## src/rtl/lcd_cmd_if.sv

```systemverilog
// Bundle between the LSU io_LCD register (master) and the LCD command driver
// (slave). Signal names match the board-level LCD pin names.
interface lcd_cmd_if;
  logic [31:0] io_lcd;    // [31]=ON, [9]=REQ toggle, [8]=RS, [7:0]=DATA
  logic        lcd_on;
  logic        lcd_en;
  logic        lcd_rs;
  logic        lcd_rw;
  logic [7:0]  lcd_data;
  logic        lcd_busy;
  logic        lcd_ack;

  modport master (
    output io_lcd,
    input  lcd_on, lcd_en, lcd_rs, lcd_rw, lcd_data, lcd_busy, lcd_ack
  );

  modport slave (
    input  io_lcd,
    output lcd_on, lcd_en, lcd_rs, lcd_rw, lcd_data, lcd_busy, lcd_ack
  );
endinterface

```

## src/rtl/lcd_cmd_driver.sv

```systemverilog
// HD44780-style command driver: each REQ toggle on io_lcd becomes one 8-bit
// parallel write (setup, EN pulse, hold, execution wait). Completion is
// signalled by toggling lcd_ack so firmware can poll ack == REQ.
module lcd_cmd_driver #(
  parameter int unsigned T_SETUP      = 4,
  parameter int unsigned T_EN_HIGH    = 12,
  parameter int unsigned T_HOLD       = 2,
  parameter int unsigned T_EXEC_SHORT = 2000,
  parameter int unsigned T_EXEC_LONG  = 80000,
  parameter int unsigned CNT_W        = 20
) (
  input  logic        clk,
  input  logic        rst,
  lcd_cmd_if.slave    bus
);

  typedef enum logic [2:0] {
    S_IDLE,
    S_SETUP,
    S_EN_HI,
    S_HOLD,
    S_EXEC
  } state_t;

  localparam logic [CNT_W-1:0] LD_SETUP = CNT_W'(T_SETUP - 1);
  localparam logic [CNT_W-1:0] LD_EN_HI = CNT_W'(T_EN_HIGH - 1);
  localparam logic [CNT_W-1:0] LD_HOLD  = CNT_W'(T_HOLD - 1);
  localparam logic [CNT_W-1:0] LD_SHORT = CNT_W'(T_EXEC_SHORT - 1);
  localparam logic [CNT_W-1:0] LD_LONG  = CNT_W'(T_EXEC_LONG - 1);

  state_t           state_q;
  logic [CNT_W-1:0] timer_q;
  logic             on_q;
  logic             en_q;
  logic             rs_q;
  logic [7:0]       data_q;
  logic             busy_q;
  logic             ack_q;

  logic             pending_d;
  logic             long_cmd_d;
  logic             timer_done_d;
  logic [CNT_W-1:0] exec_load_d;
  logic             unused_bits;

  // Command pending whenever the REQ toggle disagrees with our ack toggle.
  assign pending_d    = bus.io_lcd[9] ^ ack_q;
  // Clear (0x01), home (0x02/0x03) and 0x00 need the long execution wait.
  assign long_cmd_d   = ~rs_q && (data_q[7:1] == 7'b0000000 || data_q[7:1] == 7'b0000001);
  assign exec_load_d  = long_cmd_d ? LD_LONG : LD_SHORT;
  assign timer_done_d = (timer_q == '0);
  assign unused_bits  = ^bus.io_lcd[30:10];

  // Single FSM: sequences one LCD write per command with registered outputs.
  always_ff @(posedge clk or posedge rst) begin
    if (rst) begin
      state_q <= S_IDLE;
      timer_q <= '0;
      on_q    <= 1'b0;
      en_q    <= 1'b0;
      rs_q    <= 1'b0;
      data_q  <= 8'h00;
      busy_q  <= 1'b0;
      ack_q   <= 1'b0;
    end else begin
      // Power bit is a plain registered copy, independent of the sequencer.
      on_q <= bus.io_lcd[31];
      unique case (state_q)
        S_IDLE: begin
          if (pending_d) begin
            rs_q    <= bus.io_lcd[8];
            data_q  <= bus.io_lcd[7:0];
            busy_q  <= 1'b1;
            timer_q <= LD_SETUP;
            state_q <= S_SETUP;
          end
        end
        S_SETUP: begin
          if (timer_done_d) begin
            en_q    <= 1'b1;
            timer_q <= LD_EN_HI;
            state_q <= S_EN_HI;
          end else begin
            timer_q <= timer_q - 1'b1;
          end
        end
        S_EN_HI: begin
          if (timer_done_d) begin
            en_q    <= 1'b0;
            timer_q <= LD_HOLD;
            state_q <= S_HOLD;
          end else begin
            timer_q <= timer_q - 1'b1;
          end
        end
        S_HOLD: begin
          if (timer_done_d) begin
            timer_q <= exec_load_d;
            state_q <= S_EXEC;
          end else begin
            timer_q <= timer_q - 1'b1;
          end
        end
        S_EXEC: begin
          if (timer_done_d) begin
            ack_q   <= ~ack_q;
            busy_q  <= 1'b0;
            state_q <= S_IDLE;
          end else begin
            timer_q <= timer_q - 1'b1;
          end
        end
        default: begin
          state_q <= S_IDLE;
          timer_q <= '0;
        end
      endcase
    end
  end

  assign bus.lcd_on   = on_q;
  assign bus.lcd_en   = en_q;
  assign bus.lcd_rs   = rs_q;
  assign bus.lcd_rw   = 1'b0;
  assign bus.lcd_data = data_q;
  assign bus.lcd_busy = busy_q;
  assign bus.lcd_ack  = ack_q;

endmodule

```

## src/flat_wrapper.sv

```systemverilog
// flat-port wrapper written by rule: the top's interface ports become plain ports
module lcd_cmd_driver_flat 
#(
  parameter int unsigned T_SETUP      = 4,
  parameter int unsigned T_EN_HIGH    = 12,
  parameter int unsigned T_HOLD       = 2,
  parameter int unsigned T_EXEC_SHORT = 2000,
  parameter int unsigned T_EXEC_LONG  = 80000,
  parameter int unsigned CNT_W        = 20
)
  (clk, rst, bus_io_lcd, bus_lcd_on, bus_lcd_en, bus_lcd_rs, bus_lcd_rw, bus_lcd_data, bus_lcd_busy, bus_lcd_ack);
  lcd_cmd_if bus_i ();
  input  logic clk;
  input  logic rst;
  input wire logic [$bits(bus_i.io_lcd)-1:0] bus_io_lcd;
  output wire logic [$bits(bus_i.lcd_on)-1:0] bus_lcd_on;
  output wire logic [$bits(bus_i.lcd_en)-1:0] bus_lcd_en;
  output wire logic [$bits(bus_i.lcd_rs)-1:0] bus_lcd_rs;
  output wire logic [$bits(bus_i.lcd_rw)-1:0] bus_lcd_rw;
  output wire logic [$bits(bus_i.lcd_data)-1:0] bus_lcd_data;
  output wire logic [$bits(bus_i.lcd_busy)-1:0] bus_lcd_busy;
  output wire logic [$bits(bus_i.lcd_ack)-1:0] bus_lcd_ack;
  assign bus_i.io_lcd = bus_io_lcd;
  assign bus_lcd_on = bus_i.lcd_on;
  assign bus_lcd_en = bus_i.lcd_en;
  assign bus_lcd_rs = bus_i.lcd_rs;
  assign bus_lcd_rw = bus_i.lcd_rw;
  assign bus_lcd_data = bus_i.lcd_data;
  assign bus_lcd_busy = bus_i.lcd_busy;
  assign bus_lcd_ack = bus_i.lcd_ack;
  lcd_cmd_driver #(.T_SETUP(T_SETUP), .T_EN_HIGH(T_EN_HIGH), .T_HOLD(T_HOLD), .T_EXEC_SHORT(T_EXEC_SHORT), .T_EXEC_LONG(T_EXEC_LONG), .CNT_W(CNT_W)) u_core (.clk(clk), .rst(rst), .bus(bus_i));
endmodule
```

## config.mk

```make
export PLATFORM = sky130hd
export DESIGN_NAME = lcd_cmd_driver_flat
export DESIGN_NICKNAME = d
export VERILOG_FILES = /design/src/rtl/lcd_cmd_if.sv /design/src/rtl/lcd_cmd_driver.sv /design/src/flat_wrapper.sv
export SDC_FILE = /design/constraint.sdc
export NUM_CORES = 1
export LEC_CHECK = 0
export CAP_MARGIN = 20
export CORE_ASPECT_RATIO = 1.5
export CORE_MARGIN = 4
export CORE_UTILIZATION = 40
export DETAILED_ROUTE_END_ITERATION = 6
export GPL_TIMING_DRIVEN = 0
export PLACE_DENSITY = 0.66
export SETUP_SLACK_MARGIN = 0.5
export SYNTH_ARGS = -nofsm -noshare
export SYNTH_HDL_FRONTEND = slang
export SYNTH_SLANG_ARGS = --single-unit
```

## constraint.sdc

```tcl
create_clock -name clk -period 3.4 [get_ports clk]
set_clock_uncertainty 0.1 [all_clocks]
set_input_delay 0.68 -clock clk [delete_from_list [all_inputs] [get_ports clk]]
set_output_delay 0.68 -clock clk [all_outputs]
set_load 0.05 [all_outputs]
```

# ---- Word level (Yosys, flattened, before mapping)
# Cells that the tools add are included.
dict set report word_totals {
  register_bits 36
  word_cells 54
}
dict set report classes {
  n_addsub 1
  n_eq_ne 11
  muxes 18
  bitwise_logic 3
  reduce_logical 13
}
# cell count
set ops {}
lappend ops {{20-bit 2-to-1 mux} 5}
lappend ops {{20-bit one-hot mux with 5 select lines} 1}
lappend ops {{20-bit logical NOT} 1}
lappend ops {{20-bit by 1-bit subtractor with 20-bit output (second input constant)} 1}
lappend ops {{17-bit 2-to-1 mux} 1}
lappend ops {{3-bit 2-to-1 mux} 5}
lappend ops {{3-bit one-hot mux with 5 select lines} 1}
lappend ops {{2-bit by 1-bit != test with 1-bit output (second input constant)} 5}
lappend ops {{7-bit by 1-bit == test with 1-bit output (second input constant)} 1}
lappend ops {{7-bit logical NOT} 1}
lappend ops {{3-bit by 2-bit == test with 1-bit output (second input constant)} 2}
lappend ops {{2-bit AND reduction} 3}
lappend ops {{3-bit AND reduction} 2}
lappend ops {{5-bit AND reduction} 1}
lappend ops {{1-bit one-hot mux with 2 select lines} 2}
lappend ops {{2-bit nonzero test} 2}
lappend ops {{3-bit by 1-bit == test with 1-bit output (second input constant)} 1}
lappend ops {{3-bit == test (second input constant)} 1}
lappend ops {{3-bit logical NOT} 1}
lappend ops {{1-bit 2-to-1 mux} 3}
lappend ops {{2-bit != test (second input constant)} 1}
lappend ops {{1-bit inverter} 2}
lappend ops {{1-bit logical AND} 1}
lappend ops {{1-bit logical OR} 1}
lappend ops {{1-bit bitwise XOR} 1}

# ---- Logic depth before layout (Yosys ltp)
# Gate-level depths: netlist of run 1.
dict set report logic_depth {
  ltp_word 6
  ltp_mapped 10
  ltp_nobuf 8
}

# ---- Least setup slack after synthesis of run 1
# Ideal clock, no wire load.
dict set report synth_timing {
  path_kind {reg-to-reg}
  start {register u_core.data_q[5] (netlist: u_core.bus.lcd_data[5])}
  end {register u_core.timer_q[8]}
  arrival_ns 2.168
  required_ns 3.174
  slack_ns 1.006
  path_stages_with_launch 7
  n_path_buf 0
  path_cell_list {dfrtp_1 or4_1 nor4_2 o211ai_2 a22oi_2 o21ai_0 a221o_1}
}
dict set report synth_via {
  elab_chain_len 6
  elab_cells_between_ends 7
}
# element line
set synth_rtl {}
lappend synth_rtl {{start: declaration} lcd_cmd_driver.sv:36} ;# logic [7:0] data_q;
lappend synth_rtl {{start signal: assignment} lcd_cmd_driver.sv:72} ;# data_q <= bus.io_lcd[7:0];
lappend synth_rtl {{7-bit by 1-bit == test with 1-bit output / 7-bit logical NOT (equally long branches)} lcd_cmd_driver.sv:49} ;# assign long_cmd_d = ~rs_q && (data_q[7:1] == 7'b0000000 || data_q[7:1] == 7'b0000001);
lappend synth_rtl {{1-bit logical OR *} lcd_cmd_driver.sv:49}
lappend synth_rtl {{1-bit logical AND *} lcd_cmd_driver.sv:49}
lappend synth_rtl {{17-bit 2-to-1 mux *} lcd_cmd_driver.sv:50} ;# assign exec_load_d = long_cmd_d ? LD_LONG : LD_SHORT;
lappend synth_rtl {{20-bit 2-to-1 mux *} lcd_cmd_driver.sv:97} ;# if (timer_done_d) begin
lappend synth_rtl {{20-bit one-hot mux with 5 select lines *} lcd_cmd_driver.sv:68} ;# unique case (state_q)
lappend synth_rtl {{end signal: assignment} lcd_cmd_driver.sv:93} ;# timer_q <= timer_q - 1'b1;
lappend synth_rtl {{end signal: assignment} lcd_cmd_driver.sv:98} ;# timer_q <= exec_load_d;
lappend synth_rtl {{end signal: assignment} lcd_cmd_driver.sv:101} ;# timer_q <= timer_q - 1'b1;
lappend synth_rtl {{end: declaration} lcd_cmd_driver.sv:32} ;# logic [CNT_W-1:0] timer_q;
# Mark *: on every way between the ends. The rest lies on a longest branch, timed or not.
# A chain may end at the register's enable or synchronous reset.

# ---- Final worst setup path of run 1
dict set report layout_timing {
  start {register u_core.timer_q[0]}
  end {register u_core.timer_q[5]}
}
dict set report layout_via {
  elab_chain_len 3
  elab_cells_between_ends 9
}
# element line
set layout_rtl {}
lappend layout_rtl {{start signal: assignment} lcd_cmd_driver.sv:84} ;# timer_q <= timer_q - 1'b1;
lappend layout_rtl {{start signal: assignment} lcd_cmd_driver.sv:93}
lappend layout_rtl {{start signal: assignment} lcd_cmd_driver.sv:98}
lappend layout_rtl {{20-bit by 1-bit subtractor with 20-bit output / 20-bit logical NOT (equally long branches)} --}
lappend layout_rtl {{20-bit 2-to-1 mux, or another cell as far along} lcd_cmd_driver.sv:105} ;# if (timer_done_d) begin
lappend layout_rtl {{20-bit one-hot mux with 5 select lines / 2-bit AND reduction (equally long branches)} --}
# Parallel ways exist; a longest one is shown, timed or not. The select of a mux whose other input is x is not followed.

==> impl_metrics.py, run 1 <==
metrics = {
    "outcome": {
        "outcome": "finished clean",
    },
    "clock_tree": {
        "root_buffer": "clkbuf_8",
        "cts.clk_slew.worst_paths_ps": 80,
        "clock_latency_ps": 290,
        "clock_path_buffers": 2,
        "htreeDepth": 2,
        "clock-sinks": 36,
        "cts_tree": "yes",
        "cts-buffers-inserted": 5,
        "postCtsHoldBufs": 0,
    },
    "worst_setup_path": {
        "max_stage_delay_ps": 550,
        "cp-end-kind": "flop",
        "arrival_ps": 2770,
        "rr_worst_depth": 10,
        "crit_chain": "inv_1 -> ha_1 -> or4b_1 -> or2_1 -> buf_6 -> o21ai_4 -> buf_6 -> a21oi_1 -> o21ai_1 -> o211ai_1",
        "slowest_stage": "or4b_1",
        "critPathKind": "flop to flop",
        "rr_endpoint": "u_core.timer_q[5]",
        "critical_path_required_ps": 3470,
        "r2r_setup_slack_ps": 690,
        "startpoint_type": "flop",
        "rr_startpoint": "u_core.timer_q[0]",
        "crit_path_frequent_cell": "buf_6",
        "cp_max_fo": 10,
        "crit_family": "simple AND/OR/NAND/NOR gates",
        "worst-path-buf-inv": 3,
    },
    "layout": {
        "nets": 303,
        "layout_common_cells": "36 x dfrtp_1, 25 x clkdlybuf4s50_1, 21 x nand2_1",
        "drive_gt1_frac": 0.164,
        "antenna-diode-count": 0,
        "fill_cells": 511,
        "area_growth_pct": 21.6,
        "seqCellArea_um2": 901,
        "design_area_um2": 2630,
        "final_common_cell": "dfrtp_1",
        "multi_input_area_um2": 1180,
    },
    "grt": {
        "track_usage": 0.180,
        "grt_first_pass_wirelength_mm": 9.30,
        "grt_max_degree": 37,
        "grt_pass1_vias": 1970,
        "globalRouteOverflowTotal": 0,
        "antenna_found_initial": 0,
    },
    "min_path": {
        "hold_start": "u_core.bus.lcd_busy",
        "worstHoldPathType": "flop to flop",
        "whs_path_depth": 2,
        "whs_endpoint": "u_core.bus.lcd_busy",
    },
    "yosys": {
        "avgSynthCellArea_um2": 9.20,
        "synthesis.area_um2": 2160,
        "ys_warn_count": 0,
        "synth_area_leader_cell": "dfrtp_1",
        "synth_ff_type": "dfrtp_1",
        "syn_inst": 235,
        "ys_types": 60,
        "synth_edf_count": 0,
        "synthArstFlopShare": 1.00,
        "synth_nets": 270,
        "synth.top_cell.area_share": 0.417,
        "yosysSeqAreaShare": 0.417,
        "synthTopCellsByArea": "dfrtp_1 42%, mux2_2 4.7%, a21oi_1 4.4%",
        "synth-seq-cells": 36,
    },
    "power_and_ir_drop": {
        "total_power_mw": 1.03,
        "intPower_uw": 741,
        "seqPwrFrac": 0.501,
        "power_switching_share": 0.279,
        "peakVddDrop_v": 0.000304,
        "leakagePower_nw": 1.01,
        "p_clk_frac": 0.372,
        "p_switching_uw": 286,
        "power_density_nw_per_um2": 391,
        "pwr-share-comb": 0.128,
    },
    "timing": {
        "fin_crit_ps": 2710,
        "finalMaxSlewViolations": 0,
        "fmax_ghz": 0.370,
        "min_period_over_period": 0.796,
        "rsz0062_at_grt": "false",
        "worstMarginPinSlew_ps": 754,
        "setup-tns-final_ps": 0,
        "whs_ps": 378,
        "hold_viol_final": 0,
        "slew-limit-headroom": 0.497,
        "final-setup-viol-count": 0,
    },
    "die": {
        "die_area_um2": 6670,
        "start_util": 0.415,
        "die_w_um": 68.0,
        "rows": 32,
        "die_h_um": 98.0,
        "core_area_um2": 5200,
        "io_pins": 48,
    },
    "place": {
        "placed_area_um2": 2500,
        "io_buffer_count": 25,
        "place.gp.congestion": 0.879,
        "dp_hpwl_mm": 4.10,
    },
    "route": {
        "vias": 1953,
        "wl_per_cell_um": 16.3,
        "first_pass_iters": 4,
        "ant_nets": 0,
        "drc": 0,
        "wl_mm": 5.49,
        "drtIter0Drc": 65,
        "post_drt_via_cell_ratio": 5.80,
    },
    "run": {
        "drv_cap": 0,
    },
}
[per-stage QoR]
stage	setup WS, ps	util	std cells
floorplan	1010	-	235
global placement	230	0.480	328
detailed placement	258	0.480	328
CTS	566	0.501	336
global route	516	0.505	337
finish	695	0.505	337
[registers in the layout, indices dropped and copies added (netlist names)]
signal and count:
u_core.bus.lcd_data 8, u_core.bus.lcd_en 1, u_core.state_q 3, u_core.bus.lcd_on 1
u_core.bus.lcd_ack 1, u_core.bus.lcd_busy 1, u_core.timer_q 20, u_core.bus.lcd_rs 1
[metal layers]
metal	vias to the layer above	GRT usage	wire [um]
met4	0	0.0750	157
met2	50	0.307	2890
met3	12	0.0276	188
met1	953	0.217	2250
met5	-	0	0
li1	938	-	-
[cells in the mapped netlist, drive strengths merged, types with 4 or more instances]
| master | instances |
|---|---|
| a21oi | 19 |
| buf | 5 |
| clkbuf | 7 |
| dfrtp | 36 |
| inv | 8 |
| mux2 | 9 |
| nand2 | 22 |
| nand3 | 7 |
| nand4 | 4 |
| nor2 | 22 |
| nor3 | 7 |
| nor4 | 7 |
| o211ai | 7 |
| o21ai | 19 |
| o31ai | 4 |
[cells by family (layout without fill, tap and decap cells)]
| group | after synthesis | in the layout | synth area share |
|---|---|---|---|
| AND/OR/NAND/NOR | 90 | 90 | 0.233 |
| AO/OA/AOI/OAI | 73 | 73 | 0.231 |
| flip-flops | 36 | 36 | 0.417 |
| buffers and inverters | 20 | 54 | 0.0446 |
| multiplexers | 9 | 9 | 0.0469 |
| XOR/XNOR | 5 | 5 | 0.0203 |
| adder cells (fa/ha/maj) | 1 | 1 | 0.00579 |
| other | 1 | 1 | 0.00173 |
[worst reg2reg max path: stages (launching register included)]
cell,delay (ps)
dfrtp_1,450
inv_1,100
ha_1,260
or4b_1,550
or2_1,260
buf_6,150
o21ai_4,210
buf_6,180
a21oi_1,60
o21ai_1,150
o211ai_1,110
[final cells by class]
type,count,area share
Sequential cell,36,0.343
Tap cell,68,0.0324
Timing Repair Buffer,26,0.0980
Buffer,12,0.0252
Multi-Input combinational cell,179,0.448
Clock buffer,5,0.0262
Clock inverter,3,0.0162
Inverter,8,0.0114
[power by group through the flow]
stage	combinational, mW	sequential [mW]	clock [mW]
global placement	0.129	0.519	0
detailed placement	0.131	0.521	0
global route	0.144	0.520	0.403
floorplan	0.0692	0.529	0
finish	0.131	0.514	0.382
CTS	0.132	0.512	0.388
[worst max path at each step]
stage / cells after the start / end / startpoint / slack, ps
2_1_floorplan: 6 / u_core.timer_q[8] / u_core.bus.lcd_data[5] / 1010
4_1_cts: 6 / u_core.timer_q[8] / bus_io_lcd[9] / 570
6_report: 10 / u_core.timer_q[5] / u_core.timer_q[0] / 690
5_1_grt: 8 / u_core.timer_q[8] / u_core.timer_q[0] / 520
3_3_place_gp: 6 / u_core.timer_q[8] / bus_io_lcd[9] / 230
3_5_place_dp: 6 / u_core.timer_q[8] / bus_io_lcd[9] / 260
[repair_timing]
| action | in CTS | in global routing |
|---|---|---|
| gates resized for setup | 0 | 2 |
| buffers inserted | 0 | 1 |
| endpoints found under the setup margin | 0 | 5 |
No activity file was read; power rests on OpenSTA's default activity.
==> inputs of run 2 (changes only) <==
- clock period: 3.4 -> 2.8 ns (I/O delays scaled with it)
==> impl_metrics.py, run 2 (synthesis gave the netlist of run 1 again) <==
metrics = {
    "timing": {
        "worstMarginPinSlew_ps": 742,
        "whs_ps": 392,
        "finalMaxSlewViolations": 0,
        "rsz0062_at_grt": "true",
        "layout_setup_ws_ps": 403,
        "fin_crit_ps": 2400,
        "setup-tns-final_ps": 0,
        "final-setup-viol-count": 0,
        "hold_viol_final": 0,
        "min_period_over_period": 0.856,
        "fmax_ghz": 0.417,
        "slew-limit-headroom": 0.505,
    },
    "layout": {
        "largest_reg_flops": 20,
        "drive_gt1_frac": 0.329,
        "final_common_cell": "dfrtp_1",
        "post-route-util": 0.574,
        "nets": 329,
        "design_area_um2": 2990,
        "fill_cells": 468,
        "layout_common_cells": "32 x dfrtp_1, 25 x clkdlybuf4s50_1, 20 x nand2_1, 20 x buf_4, 18 x nor2_1",
        "antenna-diode-count": 0,
        "area_growth_pct": 38.1,
        "top_register": "u_core.timer_q",
    },
    "worst_setup_path": {
        "worst-path-buf-inv": 3,
        "crit_family": "simple AND/OR/NAND/NOR gates",
        "slowest_stage": "or4b_4",
        "startpoint_type": "flop",
        "arrival_ps": 2480,
        "max_stage_delay_ps": 500,
        "crit_chain": "inv_2 -> ha_4 -> or4b_4 -> or2_4 -> buf_8 -> o21ai_4 -> buf_4 -> o21ai_0 -> a21oi_1 -> nand2_1",
        "cp-end-kind": "flop",
        "critical_path_required_ps": 2880,
        "critPathKind": "flop to flop",
        "cp_max_fo": 5,
    },
    "place": {
        "dpl_worst_slack_ps": -196,
        "io_buffer_count": 25,
        "placed_area_um2": 2520,
        "place.gp.congestion": 0.959,
        "dp_hpwl_mm": 4.06,
    },
    "clock_tree": {
        "clock_path_buffers": 2,
        "cts_tree": "yes",
        "clock-sinks": 36,
        "cts.clk_slew.worst_paths_ps": 70,
        "postCtsHoldBufs": 0,
        "cts-buffers-inserted": 5,
        "htreeDepth": 2,
        "root_buffer": "clkbuf_8",
        "clock_latency_ps": 290,
    },
    "die": {
        "start_util": 0.415,
        "rows": 32,
        "die_w_um": 68.0,
        "core_area_um2": 5200,
        "die_h_um": 98.0,
        "io_pins": 48,
        "die_area_um2": 6670,
    },
    "route": {
        "ant_nets": 0,
        "wl_mm": 6.15,
        "wl_per_cell_um": 16.9,
        "vias": 2097,
        "drtIter0Drc": 111,
        "drc": 0,
        "post_drt_via_cell_ratio": 5.78,
        "first_pass_iters": 4,
    },
    "power_and_ir_drop": {
        "leakagePower_nw": 1.19,
        "power_density_nw_per_um2": 407,
        "peakVddDrop_v": 0.000332,
    },
    "grt": {
        "grt_pass1_vias": 2100,
        "globalRouteOverflowTotal": 0,
        "grt_max_degree": 37,
        "antenna_found_initial": 0,
        "track_usage": 0.195,
        "grt_first_pass_wirelength_mm": 9.98,
    },
    "min_path": {
        "worstHoldPathType": "flop to flop",
    },
    "run": {
        "drv_cap": 0,
    },
    "outcome": {
        "outcome": "finished clean",
    },
}
## run 2: path summary, 6_finish.rpt
kind,startpoint,to,slack [ps],depth (start not counted)
setup / recovery,u_core.timer_q[0],u_core.timer_q[16],400,10
hold reg to reg,u_core.bus.lcd_busy,u_core.bus.lcd_busy,390,2
max in group asynchronous,rst,u_core.timer_q[1],1470,2
min in group asynchronous,rst,u_core.timer_q[14],610,2
setup reg to reg,u_core.timer_q[0],u_core.timer_q[16],400,10
hold / removal,u_core.bus.lcd_busy,u_core.bus.lcd_busy,390,2
## run 2: cell type report
class / count / area [um2] / share of cell area
multi-input cells: 179 / 1320 / 0.442
well taps: 68 / 85.1 / 0.0285
inverters: 8 / 30.0 / 0.0101
clock buffers: 8 / 100 / 0.0335
flip-flops and latches: 36 / 906 / 0.303
repair buffers: 52 / 470 / 0.158
plain buffers: 12 / 75.1 / 0.0251
## run 2: timing repair
item	CTS	global route
gates cloned	2	0
hold endpoints to repair	0	0
pin swaps	10	17
endpoints found under the setup margin	22	27
gates resized for setup	20	29
buffers inserted	12	13
## run 2: tightest hold or removal path, cell delays in order, from the launching register on
cell,delay [ps]
dfrtp_1,350
nand2_1,50
nand2_1,60
## run 2: layer usage
metal  GRT usage  wire, um
met1       0.222      2410
met2       0.320      3190
met3      0.0460       289
met4       0.113       259
met5           0         0
## run 2: where the power goes
part,switching (mW),internal [mW]
logic,0.0927,0.0777
clock network,0.190,0.225
registers,0.0651,0.564
## run 2: stage by stage
step / power [mW] / cells
finish: 1.21 / 363
detailed placement: 0.794 / 328
floorplan: 0.731 / 235
global route: 1.27 / 363
global placement: 0.791 / 328
CTS: 1.21 / 350
==> inputs of run 3 (changes only) <==
- REMOVE_ABC_BUFFERS: default -> 1
==> impl_metrics.py, run 3 (synthesis gave the netlist of run 1 again) <==
metrics = {
    "clock_tree": {
        "clock-sinks": 36,
        "htreeDepth": 2,
        "root_buffer": "clkbuf_8",
        "cts.clk_slew.worst_paths_ps": 80,
        "postCtsHoldBufs": 0,
        "cts-buffers-inserted": 5,
        "clock_latency_ps": 300,
        "clock_path_buffers": 2,
        "cts_tree": "yes",
    },
    "timing": {
        "min_period_over_period": 0.832,
        "worstMarginPinSlew_ps": 752,
        "finalMaxSlewViolations": 0,
        "fmax_ghz": 0.429,
        "slew-limit-headroom": 0.498,
        "final-setup-viol-count": 0,
        "rsz0062_at_grt": "true",
        "hold_viol_final": 0,
        "fin_crit_ps": 2330,
    },
    "grt": {
        "grt_first_pass_wirelength_mm": 9.68,
        "globalRouteOverflowTotal": 0,
        "track_usage": 0.189,
        "grt_pass1_vias": 2058,
        "grt_max_degree": 37,
        "antenna_found_initial": 0,
    },
    "worst_setup_path": {
        "cp_max_fo": 8,
        "arrival_ps": 2410,
        "critical_path_required_ps": 2880,
        "cp-end-kind": "flop",
        "startpoint_type": "flop",
        "critPathKind": "flop to flop",
        "rr_worst_depth": 8,
    },
    "min_path": {
        "whs_path_depth": 2,
        "worstHoldPathType": "flop to flop",
    },
    "place": {
        "place.gp.congestion": 0.913,
        "dp.cells": 316,
        "dp_hpwl_mm": 3.92,
        "io_buffer_count": 25,
        "placed_area_um2": 2430,
    },
    "route": {
        "wl_per_cell_um": 17.5,
        "vias": 2102,
        "drtIter0Drc": 98,
        "drc": 0,
        "first_pass_iters": 4,
        "ant_nets": 0,
        "wl_mm": 6.11,
        "post_drt_via_cell_ratio": 6.02,
    },
    "die": {
        "start_util": 0.415,
        "die_area_um2": 6670,
        "die_h_um": 98.0,
        "core_area_um2": 5200,
        "rows": 32,
        "die_w_um": 68.0,
        "io_pins": 48,
    },
    "layout": {
        "largest_reg_flops": 20,
        "post-route-util": 0.557,
        "fill_cells": 442,
        "final-instance-count-excl-fill": 349,
        "layout_common_cells": "34 x dfrtp_1, 25 x clkdlybuf4s50_1, 20 x buf_4",
        "area_growth_pct": 34.2,
        "drive_gt1_frac": 0.313,
        "nets": 315,
        "antenna-diode-count": 0,
        "top_register": "u_core.timer_q",
        "design_area_um2": 2900,
        "final_common_cell": "dfrtp_1",
    },
    "power_and_ir_drop": {
        "leakagePower_nw": 1.12,
        "power_density_nw_per_um2": 439,
        "peakVddDrop_v": 0.000313,
    },
    "outcome": {
        "outcome": "finished clean",
    },
    "run": {
        "drv_cap": 0,
    },
}
run 3: path summary, 6_finish.rpt:
path / startpoint / to / slack (ps)
setup / recovery: u_core.timer_q[1] / u_core.timer_q[10] / 470
max in group asynchronous: rst / u_core.state_q[2] / 1470
hold reg to reg: u_core.bus.lcd_busy / u_core.bus.lcd_busy / 400
hold / removal: u_core.bus.lcd_busy / u_core.bus.lcd_busy / 400
setup reg to reg: u_core.timer_q[1] / u_core.timer_q[10] / 470
min in group asynchronous: rst / u_core.bus.lcd_data[1] / 600
run 3: cell type report:
class	count	area [um2]	area share
clock buffers	5	68.8	0.0237
clock inverters	3	42.5	0.0147
inverters	8	30.0	0.0103
multi-input cells	179	1320	0.453
flip-flops and latches	36	903	0.311
well taps	68	85.1	0.0293
repair buffers	50	457	0.157
run 3: timing repair:
| action | in CTS | in global routing |
|---|---|---|
| gates cloned | 0 | 0 |
| setup endpoints to repair | 24 | 22 |
| setup buffers | 15 | 10 |
| pin swaps | 13 | 17 |
| gates resized for setup | 32 | 18 |
run 3: critical path: stages (launching register included):
cell and delay (ps):
dfrtp_1 410, inv_2 100, ha_4 130, or4b_4 500
or2_4 340, o31ai_4 240, nor2_1 100, o31ai_2 190
o41ai_1 100
run 3: metrics by stage:
step	hold slack, ps	TNS (ps)	worst slack (ps)	power, mW
finish	399	0	470	1.27
global placement	363	-592	-280	0.787
global route	437	0	327	1.33
detailed placement	384	-581	-288	0.788
CTS	405	0	458	1.26
floorplan	388	0	367	0.726
run 3: routing by layer:
layer  part of all wire  GRT usage  vias up
met1               0.36      0.206     1007
met4              0.053      0.104        0
met2               0.52      0.323       97
li1                   -          -      967
met3              0.061     0.0460       31
met5                  0          0        -
run 3: power by group:
part	internal, mW	total [mW]	switching [mW]
registers	0.564	0.633	0.0691
clock network	0.264	0.475	0.211
logic	0.0754	0.167	0.0915
